$ cat config.mk
export PLATFORM = sky130hd
export DESIGN_NAME = ack_bus_client
export DESIGN_NICKNAME = d
export VERILOG_FILES = /design/src/rtl/ack_bus_pkg.sv /design/src/rtl/ack_client_fsm.sv /design/src/rtl/ack_bus_client.sv
export SDC_FILE = /design/constraint.sdc
export NUM_CORES = 1
export LEC_CHECK = 0
export CELL_PAD_IN_SITES_DETAIL_PLACEMENT = 1
export CELL_PAD_IN_SITES_GLOBAL_PLACEMENT = 2
export CORE_ASPECT_RATIO = 0.9
export CORE_MARGIN = 5
export CORE_UTILIZATION = 29
export DETAILED_ROUTE_END_ITERATION = 10
export PLACE_DENSITY_LB_ADDON = 0.1
export SLEW_MARGIN = 10
export SYNTH_ARGS = -nofsm -noshare
export SYNTH_HDL_FRONTEND = slang
export SYNTH_SLANG_ARGS = --single-unit
$ cat constraint.sdc
create_clock -name clk -period 1.8 [get_ports clk]
set_input_delay 0.36 -clock clk [delete_from_list [all_inputs] [get_ports clk]]
set_output_delay 0.36 -clock clk [all_outputs]
set_load 0.05 [all_outputs]
$ cat src/rtl/ack_bus_pkg.sv
`default_nettype none
// ============================================================================
// Module  : ack_bus_pkg
// Purpose : Shared definitions for the open-drain ACK bus: source IDs,
//           client FSM state encoding and the grant-qualification helper.
// Rev     : 1.0  initial release
// ============================================================================
package ack_bus_pkg;

    localparam logic [1:0] ID_MEM  = 2'b00;
    localparam logic [1:0] ID_SHA  = 2'b01;
    localparam logic [1:0] ID_AES  = 2'b10;
    localparam logic [1:0] ID_CTRL = 2'b11;

    typedef enum logic [1:0] {
        ST_IDLE    = 2'd0,
        ST_REQ     = 2'd1,
        ST_BACKOFF = 2'd2
    } client_state_t;

    // A grant only counts when we are requesting and the arbiter both
    // transferred an ack and named us as the winner.
    function automatic logic is_valid_grant(input logic       req,
                                            input logic       ack_ready,
                                            input logic       ack_event,
                                            input logic [1:0] winner,
                                            input logic [1:0] my_id);
        return req & ack_ready & ack_event & (winner == my_id);
    endfunction

endpackage
`default_nettype wire

$ cat src/rtl/ack_client_fsm.sv
`default_nettype none
// ============================================================================
// Module  : ack_client_fsm
// Purpose : Request/backoff sequencer of the ACK bus client. Holds the state
//           register and the post-win backoff counter.
// Rev     : 1.0  initial release
// ============================================================================
module ack_client_fsm
    import ack_bus_pkg::*;
#(
    parameter int BACKOFF = 1
) (
    input  logic          clk,
    input  logic          rst_n,
    input  logic          ack_push,
    input  logic          pending_nz,
    input  logic          grant,
    input  logic          count_next_nz,
    output client_state_t state
);

    localparam int              BO_W      = (BACKOFF < 2) ? 1 : $clog2(BACKOFF + 1);
    localparam logic [BO_W-1:0] C_BO_LOAD = BO_W'(BACKOFF);
    localparam logic [BO_W-1:0] C_BO_ONE  = BO_W'(1);

    client_state_t   r_state;
    client_state_t   w_state_next;
    logic [BO_W-1:0] r_bo_cnt;
    logic [BO_W-1:0] w_bo_next;

    assign state = r_state;

    // State and backoff counter registers.
    always_ff @(posedge clk or negedge rst_n) begin
        if (!rst_n) begin
            r_state  <= ST_IDLE;
            r_bo_cnt <= '0;
        end else begin
            r_state  <= w_state_next;
            r_bo_cnt <= w_bo_next;
        end
    end

    // Next-state decode: request while acks are owed, yield after each win.
    always_comb begin
        w_state_next = r_state;
        w_bo_next    = r_bo_cnt;
        case (r_state)
            ST_IDLE: begin
                if (pending_nz || ack_push) begin
                    w_state_next = ST_REQ;
                end
            end
            ST_REQ: begin
                if (grant) begin
                    if (BACKOFF > 0) begin
                        w_state_next = ST_BACKOFF;
                        w_bo_next    = C_BO_LOAD;
                    end else begin
                        w_state_next = count_next_nz ? ST_REQ : ST_IDLE;
                    end
                end
            end
            ST_BACKOFF: begin
                if (r_bo_cnt <= C_BO_ONE) begin
                    w_bo_next    = '0;
                    w_state_next = (pending_nz || ack_push) ? ST_REQ : ST_IDLE;
                end else begin
                    w_bo_next = r_bo_cnt - C_BO_ONE;
                end
            end
            default: begin
                w_state_next = ST_IDLE;
                w_bo_next    = '0;
            end
        endcase
    end

endmodule
`default_nettype wire

$ cat src/rtl/ack_bus_client.sv
`default_nettype none
// ============================================================================
// Module  : ack_bus_client
// Purpose : Requester-side agent for the shared ACK bus. Counts owed acks,
//           requests the bus while any are pending, consumes one per grant
//           and flags starvation, dropped pushes and illegal grants.
// Rev     : 1.0  initial release
// ============================================================================
module ack_bus_client
    import ack_bus_pkg::*;
#(
    parameter logic [1:0] MY_ID        = 2'b00,
    parameter int         CNT_W        = 3,
    parameter int         BACKOFF      = 1,
    parameter int         STARVE_LIMIT = 15
) (
    input  logic             clk,
    input  logic             rst_n,
    input  logic             ack_push,
    output logic             req,
    input  logic             ack_ready,
    input  logic             ack_event,
    input  logic [1:0]       winner_source_id,
    output logic             ack_done,
    output logic [CNT_W-1:0] pending_cnt,
    output logic             overflow,
    output logic             starved,
    output logic             protocol_err
);

    localparam logic [CNT_W-1:0] C_CNT_MAX = '1;
    localparam logic [CNT_W-1:0] C_CNT_ONE = CNT_W'(1);
    localparam logic [7:0]       C_STARVE  = 8'(STARVE_LIMIT);

    client_state_t    w_state;
    logic             w_grant;
    logic             w_illegal;
    logic             w_drop;
    logic [CNT_W-1:0] w_cnt_next;
    logic [7:0]       r_wait_cnt;
    logic [7:0]       w_wait_next;

    ack_client_fsm #(
        .BACKOFF (BACKOFF)
    ) u_fsm (
        .clk           (clk),
        .rst_n         (rst_n),
        .ack_push      (ack_push),
        .pending_nz    (pending_cnt != '0),
        .grant         (w_grant),
        .count_next_nz (w_cnt_next != '0),
        .state         (w_state)
    );

    // req is decoded from registered state only, so it cannot glitch.
    assign req       = (w_state == ST_REQ);
    assign w_grant   = is_valid_grant(req, ack_ready, ack_event, winner_source_id, MY_ID);
    assign w_illegal = ack_ready & (~req | ~ack_event | (winner_source_id != MY_ID));

    // Pending count: push and grant cancel; saturate at both ends.
    always_comb begin
        w_cnt_next = pending_cnt;
        w_drop     = 1'b0;
        if (ack_push && !w_grant) begin
            if (pending_cnt == C_CNT_MAX) begin
                w_drop = 1'b1;
            end else begin
                w_cnt_next = pending_cnt + C_CNT_ONE;
            end
        end else if (!ack_push && w_grant && (pending_cnt != '0)) begin
            w_cnt_next = pending_cnt - C_CNT_ONE;
        end
    end

    // Wait counter: counts ungranted REQ cycles, saturating at the limit.
    always_comb begin
        w_wait_next = '0;
        if (req && !w_grant) begin
            w_wait_next = (r_wait_cnt == C_STARVE) ? r_wait_cnt : r_wait_cnt + 8'd1;
        end
    end

    // Counter, wait counter and status flag registers.
    always_ff @(posedge clk or negedge rst_n) begin
        if (!rst_n) begin
            pending_cnt  <= '0;
            ack_done     <= 1'b0;
            overflow     <= 1'b0;
            starved      <= 1'b0;
            protocol_err <= 1'b0;
            r_wait_cnt   <= '0;
        end else begin
            pending_cnt  <= w_cnt_next;
            ack_done     <= w_grant;
            overflow     <= overflow | w_drop;
            protocol_err <= protocol_err | w_illegal;
            r_wait_cnt   <= w_wait_next;
            starved      <= (w_wait_next == C_STARVE);
        end
    end

endmodule
`default_nettype wire

After elaboration in Yosys (flattened, before gate mapping)
Index checks and enable logic that the tools add are counted.

storage, ports and cells
  flip-flop bits (word level) = 18
  bits in latches = 0
  RAM bits = 0
  bits in read-only memories = 0
  bits of input ports = 7
  output and inout port bits = 8
  logic and storage cells = 63
  memories = 0

operators by class
  add/subtract/negate cells = 4
  multipliers = 0
  divide/modulo/power cells = 0
  order comparisons = 1
  equal/unequal tests = 9
  shifts and indexed selects = 0
  multiplexer cells = 15
  bitwise logic cells = 11
  reductions and logical operators = 15

operator list
  kind                 number
  $eq 8x4->1 const B   2
  $mux 8               2
  $mux 3               3
  $add 8x1->8 const B  1
  $mux 2               3
  $ne 2x1->1 const B   3
  $pmux 2 s3           1
  $mux 1               5
  $and 1x1->1          4
  $logic_and 1x1->1    4
  $logic_not 2->1      2
  $or 1x1->1           4
  $reduce_and 2->1     2
  $reduce_bool 2->1    2
  $add 3x1->3 const B  1
  $eq 3x3->1 const B   1
  $not 1->1            3
  $pmux 1 s3           1
  $reduce_and 3->1     1
  $reduce_bool 3->1    1
  $sub 3x1->3 const B  1
  $eq 2x1->1 const B   1
  $eq 2x2->1 const B   1
  $logic_not 1->1      2
  other kinds (4)      4

Depth between registers and ports, before layout
Gate-level depths: netlist of the first run.

  word-level depth = 8
  mapped depth = 7
  depth with buffers taken out = 6

Modules after synthesis
From an unflattened synthesis of the first run, not the netlist that was laid out.

second synthesis, totals
  cells, all modules = 100
  area total of the unflattened synthesis = 930.9 um^2

modules (own cells, without submodules)
  module          times used  cells each  area each (um^2)  seq. area each (um^2)
  ack_bus_client  1           94          859.6             375.4
  ack_client_fsm  1           6           71.3              50.0

Worst setup path before layout of the first run
OpenSTA, ideal clock, no wires.

  path type = input to register
  start = input port winner_source_id[0]
  end = register pending_cnt[1]
  library setup time = 0.138 ns
  arrival time = 1.894 ns
  data required time = 1.662 ns
  slack = -0.232 ns
  stages = 7
  buffers on the path = 1
  cells stage by stage = nand4bb_1 clkbuf_1 o21ai_0 fa_1 a211o_1 a21oi_1 a2111oi_0

between the ends
  elaborated cells on any way between the ends = 10
  classes of those cells = 1 x eq/ne; 1 x mux; 1 x bitwise; 7 x reduce/logical

RTL lines
  element               line                  source
  start, declared       ack_bus_client.sv:23  input logic [1:0] winner_source_id,
  $logic_not 2->1       ack_bus_pkg.sv:28     return req & ack_ready & ack_event & (winner == my_id);
  $and 1x1->1           ack_bus_pkg.sv:28
  $logic_not 1->1       ack_bus_client.sv:64  if (ack_push && !w_grant) begin
  $logic_and 1x1->1     ack_bus_client.sv:64
  $mux 3                ack_bus_client.sv:64
  via w_cnt_next[1]     ack_bus_client.sv:39  logic [CNT_W-1:0] w_cnt_next;
  end signal, assigned  ack_bus_client.sv:93  pending_cnt <= w_cnt_next;
  end, declared         ack_bus_client.sv:25  output logic [CNT_W-1:0] pending_cnt,

The timed path passes the listed nets, and every way through them passes these cells.
A chain may end at the register's enable or synchronous reset.

Final worst setup path of the first run
  start = register r_wait_cnt[6]
  end = register starved

between the ends
  longest elaborated chain between the ends = 4
  elaborated cells on any way between the ends = 5
  classes of those cells = 1 x add/sub; 2 x eq/ne; 2 x mux

ends and longest elaborated chain
  element                                    line                  source
  start, declared                            ack_bus_client.sv:40  logic [7:0] r_wait_cnt;
  start signal, assigned                     ack_bus_client.sv:97  r_wait_cnt <= w_wait_next;
  $add 8x1->8 or $eq 8x4->1 (tied branches)  ack_bus_client.sv:79  w_wait_next = (r_wait_cnt == C_STARVE) ? r_wait_cnt : r_wait_cnt + 8'd1;
  $mux 8 *                                   ack_bus_client.sv:79
  $mux 8 *                                   ack_bus_client.sv:78  if (req && !w_grant) begin
  $eq 8x4->1 *                               ack_bus_client.sv:98  starved <= (w_wait_next == C_STARVE);
  end signal, assigned                       ack_bus_client.sv:98
  end, declared                              ack_bus_client.sv:27  output logic starved,

Mark *: on every way between the ends. The rest lies on a longest branch, timed or not.

==> flow_summary.json, run 1 <==
{
  "status": "complete, no violations",
  "cts.sinks": 17,
  "yosys.area_share.simple_pct": 26.5,
  "ctsHoldBuffers": 0,
  "drive_above_1_share_pct": 36.3,
  "max_freq_mhz": 571,
  "synth_top_area_cell": "dfrtp_1",
  "synth_warnings": 0,
  "antennaDiodeCount": 0,
  "antenna_found_initial": 0,
  "synth-edff-count": 0,
  "design_area_mm2": 0.00149,
  "design.die.area_mm2": 0.00480,
  "setup_viol": 0,
  "synthArstFlopShare_pct": 100,
  "critPathArrivalTime_ns": 1.89,
  "period_minus_slack_ns": 1.75,
  "syn_area_per_cell_um2": 9.53,
  "dpl_cell_area_mm2": 0.00138,
  "yosys.cell_types.count": 44,
  "end_kind": "register",
  "ir_drop_v": 0.000471,
  "fin_crit_sh_pct": 97.3,
  "reg2regPathDepth": 4,
  "synth_cells": 107,
  "firstDrtPassIters": 4,
  "synth.area.mux_share_pct": 2.94,
  "skew_ns": 0.00167,
  "cts_buffers": 3,
  "tightest_slew_ns": 0.321,
  "r2r-end": "starved$_DFF_PN0_",
  "synth_fa_ha_area_share_pct": 3.19,
  "finalHoldViolations": 0,
  "critPathKind": "register to register",
  "cts_tree": "done",
  "hold_class": "primary input to asynchronous set/reset pin",
  "crit_chain": "or4_4 -> a21oi_2 -> o2111ai_1 -> a2111oi_2",
  "syn2layout_area_growth_pct": 46.0,
  "synth.area.top_cells": "dfrtp_1 (42%), nor3_1 (3.9%), nor2_1 (3.7%), a21oi_1 (3.4%), mux2i_1 (2.9%)",
  "synth_common_cells": "dfrtp_1 (17), nor2_1 (10), nor3_1 (8)",
  "grt_setup_unrepaired": "yes",
  "place_congestion": 0.791,
  "cts_max_level": 1,
  "die_x_um": 72.5,
  "synth_seq_cells": 17,
  "p_leak_nw": 0.633,
  "ant_nets": 0,
  "pwr_density_cell_mw_per_mm2": 1380,
  "ys_dominant_reg_cell": "dfrtp_1",
  "cts_max_path_buffers": 2,
  "first_global_vias": 947,
  "reg2reg_slack_ns": 0.05,
  "rr_startpoint": "r_wait_cnt[6]$_DFF_PN0_",
  "synth.top_cell.area_share_pct": 41.7,
  "start_util_pct": 30.2,
  "drt_iter0_drc": 25,
  "io_buffers": 14,
  "cts_root_buffer": "clkbuf_8",
  "die_height_um": 66.3,
  "cp_slowest_cell": "or4_4",
  "clk_latency_ns": 0.25,
  "ioPinCount": 15,
  "viasPerCell": 5.15,
  "synth_fp_nets": 116,
  "hold_slack_ns": 0.428,
  "core_area_mm2": 0.00338,
  "grt_max_degree": 18,
  "num_vias": 979,
  "wl_per_cell_um": 14.1,
  "crit_path_start_kind": "register",
  "grt_pass1_wl_mm": 4.52,
  "max_cap_violations": 0,
  "drc": 0,
  "yosysSeqAreaShare_pct": 41.7,
  "crit_path_max_incr_delay_ns": 0.58,
  "track_usage_pct": 12.1,
  "drv_slew": 0,
  "gr-total-overflow": 0,
  "routed_wirelength_mm": 2.68,
  "std_cell_rows": 20,
  "synth_top_family_by_area": "simple AND/OR/NAND/NOR gates",
  "syn-cell-area_mm2": 0.00102,
  "relSlewSlack_pct": 78.5,
  "synth_xor_area_share_pct": 4.29,
  "cp_max_fo": 3,
  "final_nets": 156,
  "required_ns": 1.94,
  "hpwl_mm": 2.06,
  "path_clk_slew_ns": 0.07,
  "synth_compound_area_share_pct": 17.7,
  "yosysMostFrequentCell": "dfrtp_1"
}
-- logic make-up after synthesis --
family,after synthesis
xor+xnor,5
mux,3
simple gates,47
flops,17
buf+inv,8
compound gates,25
fa+ha+maj,2
-- cell usage in the layout, fill, tap and decap left out, drive strengths merged, types with 2 or more instances in the layout --
cell	instances
nor2	12
inv	4
o21ai	3
a211oi	3
nand2	6
nor4	2
buf	33
a21oi	7
nor3	8
dlygate4sd2	3
nand4	2
a2111oi	2
mux2i	3
nand2b	3
xor2	2
xnor2	3
or4	2
clkinv	2
clkbuf	3
dfrtp	17
nand3	5
-- how the worst max path moves through the flow --
stage	end	cells past startpoint	start
after floorplan	pending_cnt[1]$_DFFE_PN0P_	7	winner_source_id[0]
after CTS	pending_cnt[1]$_DFFE_PN0P_	7	ack_event
after global placement	pending_cnt[1]$_DFFE_PN0P_	7	winner_source_id[1]
after global routing	starved$_DFF_PN0_	4	r_wait_cnt[6]$_DFF_PN0_
final	starved$_DFF_PN0_	4	r_wait_cnt[6]$_DFF_PN0_
after detailed placement	pending_cnt[1]$_DFFE_PN0P_	6	winner_source_id[1]
-- flip-flops by register name, indices dropped and copies added (netlist names) --
signal / flops
protocol_err: 1
pending_cnt: 3
overflow: 1
u_fsm.state: 2
ack_done: 1
r_wait_cnt: 8
starved: 1
-- timing repair --
| action | in CTS | in global routing |
|---|---|---|
| setup endpoints to repair | 2 | 4 |
| gates resized for setup | 12 | 6 |
| pin swaps | 6 | 6 |
| buffers inserted | 2 | 1 |
-- metrics by stage --
step | setup slack, ns | util (%) | total power (W) | setup TNS [ns] | cells
after global placement | -0.432 | 40.7 | 0.00168 | -0.900 | 183
after CTS | 0.00610 | 42.7 | 0.00203 | 0 | 189
final | 0.0494 | 44.1 | 0.00205 | 0 | 190
after global routing | -0.00404 | 44.1 | 0.00219 | -0.00404 | 190
after detailed placement | -0.510 | 40.7 | 0.00171 | -1.10 | 183
after floorplan | -0.0555 | - | 0.00121 | -0.0555 | 107
-- worst max-delay path, delay by kind of cell (launching register included) --
family	cells	cell delay, ns
and+or+nand+nor	1	0.58
DFF	1	0.38
AOI/OAI and AO/OA	3	0.67
-- area by class of cell --
class | count | area (um2)
fillers | 396 | 1890
clock inverters | 1 | 5.00
multi-input cells | 82 | 614
flip-flops and latches | 17 | 425
clock buffers | 3 | 41.3
repair buffers | 38 | 329
inverters | 5 | 18.8
well taps | 44 | 55.1
-- power breakdown --
group	leakage (nW)	total [W]	switching (W)	internal, W
sequential	0.213	0.000591	0.000111	0.000480
combinational	0.395	0.00117	0.000660	0.000511
clock	0.0255	0.000292	0.000138	0.000154
-- layer usage --
layer / up-vias / global-route usage, % / wire length (um)
met5: - / 0 / 0
met4: 0 / 2.76 / 18
met3: 4 / 3.50 / 120
met2: 17 / 18.0 / 1210
met1: 487 / 17.2 / 1330
li1: 471 / - / -
No activity file was read; power rests on OpenSTA's default activity.
==> run 2: changes to the inputs <==
Settings changed: ABC_AREA set to 1, CORE_UTILIZATION 29 to 28, PLACE_DENSITY set to 0.72, PLACE_DENSITY_LB_ADDON 0.1 to not set.
==> run 2 against run 1 <==
Against the previous run: worst setup slack gained 0.056 ns; global-route usage shrank 1.4 points; register-to-register slack gained 0.19 ns; final cell count shrank 4.7%; critical endpoint is now pending_cnt[2]$_DFFE_PN0P_; largest power group unchanged.
==> flow_summary.json, run 2 <==
{
  "tightest_slew_ns": 0.285,
  "synth.top_cell.area_share_pct": 44.3,
  "drive_above_1_share_pct": 29.2,
  "dpl_worst_slack_ns": -0.148,
  "ctsHoldBuffers": 0,
  "fin_crit_sh_pct": 94.1,
  "synth_seq_cells": 17,
  "largest_reg_flops": 8,
  "pwr_density_cell_mw_per_mm2": 1360,
  "crit_path_start_kind": "primary input",
  "final_common_cell": "nand2_1",
  "ir_drop_v": 0.00100,
  "synth_warnings": 0,
  "gr-total-overflow": 0,
  "top_register": "r_wait_cnt",
  "firstDrtPassIters": 2,
  "first_global_vias": 925,
  "io_buffers": 14,
  "final_nets": 147,
  "grt_setup_unrepaired": "no",
  "ys_dominant_reg_cell": "dfrtp_1",
  "fillers": 430,
  "synth_cells": 110,
  "drt_iter0_drc": 2,
  "track_usage_pct": 10.7,
  "required_ns": 1.98,
  "status": "complete, no violations",
  "num_vias": 807,
  "syn_area_per_cell_um2": 8.74,
  "die_height_um": 65.6,
  "design.die.area_mm2": 0.00471,
  "start_util_pct": 28.7,
  "place_congestion": 0.768,
  "drv_slew": 0,
  "syn-cell-area_um2": 961,
  "synth_fp_nets": 119,
  "p_leak_nw": 0.629,
  "design_area_mm2": 0.00126,
  "finalWorstSetupSlack_ns": 0.106,
  "most-common-layout-cells": "nand2_1 (25), dfrtp_1 (17), buf_4 (16)",
  "antennaDiodeCount": 0,
  "path_clk_slew_ns": 0.07,
  "cts_max_path_buffers": 2,
  "setup_viol": 0,
  "routed_wirelength_mm": 2.23,
  "cts_root_buffer": "clkbuf_8",
  "end_kind": "register",
  "wl_per_cell_um": 12.3,
  "yosysSeqAreaShare_pct": 44.3,
  "critPathArrivalTime_ns": 1.88,
  "finalHoldViolations": 0,
  "ioPinCount": 15,
  "cts.sinks": 17,
  "cp_max_fo": 2,
  "core_area_mm2": 0.00335,
  "ant_nets": 0,
  "max_cap_violations": 0,
  "cts_setup_buffers": 0,
  "synth.area.top_cells": "dfrtp_1 (44%), nand2_1 (9.8%), nand3_1 (4.7%), inv_1 (4.7%), nor2_4 (3.5%)",
  "period_minus_slack_ns": 1.69,
  "die_x_um": 71.8,
  "cts_max_level": 1,
  "std_cell_rows": 20,
  "cts_tree": "done",
  "skew_ns": 0.00657,
  "synth_common_cells": "nand2_1 (25), dfrtp_1 (17), inv_1 (12)",
  "drc": 0,
  "synth_top_area_cell": "dfrtp_1",
  "syn2layout_area_growth_pct": 31.2,
  "grt_max_degree": 18,
  "relSlewSlack_pct": 81.0,
  "yosysMostFrequentCell": "nand2_1",
  "synth-edff-count": 0,
  "hold_class": "primary input to asynchronous set/reset pin",
  "hpwl_mm": 1.86,
  "cts_resized": 0,
  "grt_pass1_wl_mm": 4.03,
  "antenna_found_initial": 0,
  "clk_latency_ns": 0.25,
  "dpl_cell_area_mm2": 0.00122,
  "synthArstFlopShare_pct": 100,
  "critPathKind": "primary input to register",
  "viasPerCell": 4.46,
  "cts_buffers": 3,
  "yosys.cell_types.count": 27,
  "max_freq_mhz": 590
}
[run 2: cell types whose count changed after synthesis, moves of 3 or more]
cell and change:
inv_2 +4, nor2_2 +3, nand2b_1 -3, nand2_1 +19, nor2_1 -3, a211oi_1 -3, mux2i_1 -3, a21oi_1 -4
nor3_1 -8, o21ai_1 +3, nand3_1 +5, inv_1 +8
[run 2: final timing paths]
path / from / endpoint / slack, ns / depth (start not counted)
setup / recovery: winner_source_id[1] / pending_cnt[2]$_DFFE_PN0P_ / 0.11 / 9
hold / removal: rst_n / protocol_err$_DFF_PN0_ / 0.43 / 2
setup reg to reg: u_fsm.state[0]$_DFFE_PN0P_ / pending_cnt[2]$_DFFE_PN0P_ / 0.24 / 9
hold reg to reg: protocol_err$_DFF_PN0_ / protocol_err$_DFF_PN0_ / 0.46 / 1
max in group asynchronous: rst_n / r_wait_cnt[6]$_DFF_PN0_ / 1.17 / 2
min in group clk: protocol_err$_DFF_PN0_ / protocol_err$_DFF_PN0_ / 0.46 / 1
[run 2: stage by stage]
stage                     TNS, ns  util (%)  instances  power [W]  hold slack (ns)
after global routing            0      37.6        181    0.00185            0.455
after CTS                       0      37.6        181    0.00175            0.437
final                           0      37.6        181    0.00172            0.432
after global placement     -0.154      36.3        177    0.00144            0.447
after floorplan                 0         -        110    0.00115           0.0644
after detailed placement   -0.257      36.3        177    0.00146            0.453
[run 2: final cells by class]
class | instances | area, um2 | area share [%]
clock buffer | 4 | 45.0 | 3.57
inverter | 17 | 63.8 | 5.06
multi-input combinational | 76 | 472 | 37.4
sequential | 17 | 425 | 33.7
tap | 44 | 55.1 | 4.37
timing repair buffer | 23 | 200 | 15.9
[run 2: critical path, cell delays in order]
cell	delay, ns
clkdlybuf4s50_1	0.50
nor2_4	0.06
nand4_4	0.07
nand2_1	0.09
fa_1	0.39
nand3b_1	0.19
nand3_1	0.10
nand2_1	0.05
nand2_1	0.06
[run 2: metal layers]
layer  global-route usage, %  up-vias  share of wire (%)
met2                    20.4       11                 55
met1                    12.3      394                 44
met4                    2.82        0                  0
met5                       0        -                  0
li1                        -      402                  -
met3                    1.38        0                1.9
[run 2: power breakdown]
part / total, W / internal, W / switching (W)
Combinational: 0.000824 / 0.000321 / 0.000503
Sequential: 0.000611 / 0.000479 / 0.000133
Clock: 0.000280 / 0.000157 / 0.000124
Total: 0.00172 / 0.000957 / 0.000759
[run 2: kinds of logic (layout without fill, tap and decap cells)]
kind of cell    Yosys count  count (layout)  share of synthesized area [%]
compound gates           13              13                           10.3
xor+xnor                  3               3                           2.73
fa+ha+maj                 2               2                           3.39
buf+inv                  17              44                           6.64
flops                    17              17                           44.3
simple gates             58              58                           32.7
==> run 3: changes to the inputs <==
Settings changed: CORE_UTILIZATION 28 to 33, PLACE_DENSITY 0.72 to 0.8, REMOVE_ABC_BUFFERS set to 1.
Clock period 1.8 ns to 2.1 ns, I/O delays scaled along.
==> run 3 against run 2 <==
Against the previous run: first-iteration DRC count rose to 17 times the previous value; cell area down 4.1%; flip-flop and latch count unchanged; final cell count down 4.4%; critical path type is now register to output port; largest cell class unchanged; highest routed layer is now met4.
==> flow_summary.json, run 3 (same netlist as run 2, synthesis figures left out) <==
{
  "status": "complete, no violations",
  "cts_buffers": 3,
  "ctsHoldBuffers": 0,
  "crit_path_max_incr_delay_ns": 0.85,
  "die_x_um": 66.9,
  "grt_pass1_wl_mm": 4.13,
  "power.internal_w": 0.000724,
  "skew_ns": 0.00221,
  "combinationalPowerShare_pct": 49.5,
  "drv_slew": 0,
  "antennaDiodeCount": 0,
  "max_cap_violations": 0,
  "routed_wirelength_mm": 2.27,
  "io_buffers": 14,
  "std_cell_rows": 18,
  "firstDrtPassIters": 2,
  "tightest_slew_ns": 0.509,
  "relSlewSlack_pct": 66.0,
  "period_minus_slack_ns": 2.03,
  "cts_setup_buffers": 0,
  "die_height_um": 61.2,
  "cts_resized": 0,
  "cp_max_fo": 6,
  "design.die.area_mm2": 0.00409,
  "finalNonFillerCells": 173,
  "swShare_pct": 46.9,
  "path_clk_slew_ns": 0.09,
  "fin_tns_setup_ns": 0,
  "grt_setup_unrepaired": "no",
  "cts_root_buffer": "clkbuf_4",
  "critPathArrivalTime_ns": 1.61,
  "start_util_pct": 34.7,
  "switchingPower_w": 0.000640,
  "required_ns": 1.68,
  "largest_reg_flops": 8,
  "num_vias": 798,
  "max_freq_mhz": 493,
  "antenna_found_initial": 0,
  "wl_per_cell_um": 13.1,
  "p_leak_nw": 0.590,
  "crit_family": "buffers and inverters",
  "finalHoldViolations": 0,
  "power_w": 0.00136,
  "syn2layout_area_growth_pct": 25.9,
  "most-common-layout-cells": "nand2_1 (25), dfrtp_1 (17), inv_1 (12), clkdlybuf4s50_1 (12), nand3_1 (9)",
  "cts_max_level": 1,
  "final_common_cell": "nand2_1",
  "ir_drop_v": 0.000617,
  "end_kind": "output port",
  "ff_latch_area_um2": 425,
  "track_usage_pct": 13.4,
  "place_congestion": 0.787,
  "crit_buf_inv": 1,
  "cts_tree": "done",
  "p_seq_share_pct": 38.3,
  "first_global_vias": 932,
  "ioPinCount": 15,
  "cts.sinks": 17,
  "clock_power_share_pct": 12.2,
  "hpwl_mm": 1.90,
  "top_register": "r_wait_cnt",
  "crit_path_start_kind": "register",
  "cp_slowest_cell": "clkdlybuf4s50_1",
  "drc": 0,
  "cts_max_path_buffers": 2,
  "fillers": 339,
  "final_nets": 143,
  "hold_class": "primary input to asynchronous set/reset pin",
  "grt_max_degree": 18,
  "clk_latency_ns": 0.27,
  "crit_chain": "clkdlybuf4s50_1",
  "drive_above_1_share_pct": 22.6,
  "multi_input_area_um2": 472,
  "viasPerCell": 4.61,
  "hold_slack_ns": 0.454,
  "critPathKind": "register to output port",
  "ant_nets": 0,
  "core_area_mm2": 0.00277,
  "setup_viol": 0,
  "pwr_density_cell_mw_per_mm2": 1130,
  "place_inst": 169,
  "drt_iter0_drc": 33,
  "fin_crit_sh_pct": 96.6,
  "gr-total-overflow": 0
}
==> run 3: changes by cell type in the layout (fill, tap and decap cells not counted) <==
| cell | before | now |
|---|---|---|
| clkdlybuf4s50_1 | 6 | 12 |
| buf_4 | 16 | 7 |
| buf_12 | 1 | 0 |
| clkbuf_8 | 3 | 0 |
| clkbuf_4 | 0 | 3 |
==> run 3: per-stage QoR <==
step           utilization (%)  cell area (um2)  setup slack (ns)
2_1_floorplan                -              961             0.439
3_3_place_gp              42.7             1180             0.120
3_5_place_dp              42.7             1180          -0.00510
4_1_cts                   43.7             1210            0.0604
5_1_grt                   43.7             1210           0.00702
6_report                  43.7             1210            0.0723
==> run 3: worst paths after layout <==
| check | startpoint | end | slack, ns | depth (start not counted) |
|---|---|---|---|---|
| max in group asynchronous | rst_n | r_wait_cnt[7]$_DFF_PN0_ | 1.46 | 2 |
| worst min-delay path | rst_n | protocol_err$_DFF_PN0_ | 0.45 | 2 |
| min in group clk | protocol_err$_DFF_PN0_ | protocol_err$_DFF_PN0_ | 0.49 | 1 |
| worst max register to register | u_fsm.state[0]$_DFFE_PN0P_ | pending_cnt[2]$_DFFE_PN0P_ | 0.51 | 8 |
| worst min register to register | protocol_err$_DFF_PN0_ | protocol_err$_DFF_PN0_ | 0.49 | 1 |
| worst max-delay path | pending_cnt[1]$_DFFE_PN0P_ | pending_cnt[1] | 0.07 | 1 |
==> run 3: layer usage <==
metal | global-route usage [%] | vias up | wire length [um]
met4 | 3.47 | 0 | 12
met2 | 26.3 | 6 | 1260
li1 | - | 396 | -
met1 | 15.4 | 394 | 969
met3 | 1.64 | 2 | 26
met5 | 0 | - | 0
==> run 3: worst register-to-register path, stage by stage, from the launching register on <==
cell      delay, ns
dfrtp_1        0.40
inv_1          0.10
nor2_4         0.05
nand4_4        0.06
nand2_1        0.11
fa_1           0.40
nand3b_1       0.19
nand4_1        0.12
nand2_1        0.07
==> run 3: cell type report <==
class	count	share of cell area, %
multi-input cells	76	39.0
repair buffers	19	14.3
well taps	40	4.14
flip-flops and latches	17	35.2
clock buffers	4	2.17
inverters	17	5.27
==> run 3: power groups by stage <==
| stage | logic [W] | clock network, W | registers [W] |
|---|---|---|---|
| after floorplan | 0.000352 | 0 | 0.000634 |
| after global placement | 0.000665 | 0 | 0.000526 |
| after detailed placement | 0.000680 | 0 | 0.000533 |
| after CTS | 0.000686 | 0.000172 | 0.000527 |
| after global routing | 0.000741 | 0.000194 | 0.000541 |
| final | 0.000674 | 0.000166 | 0.000523 |
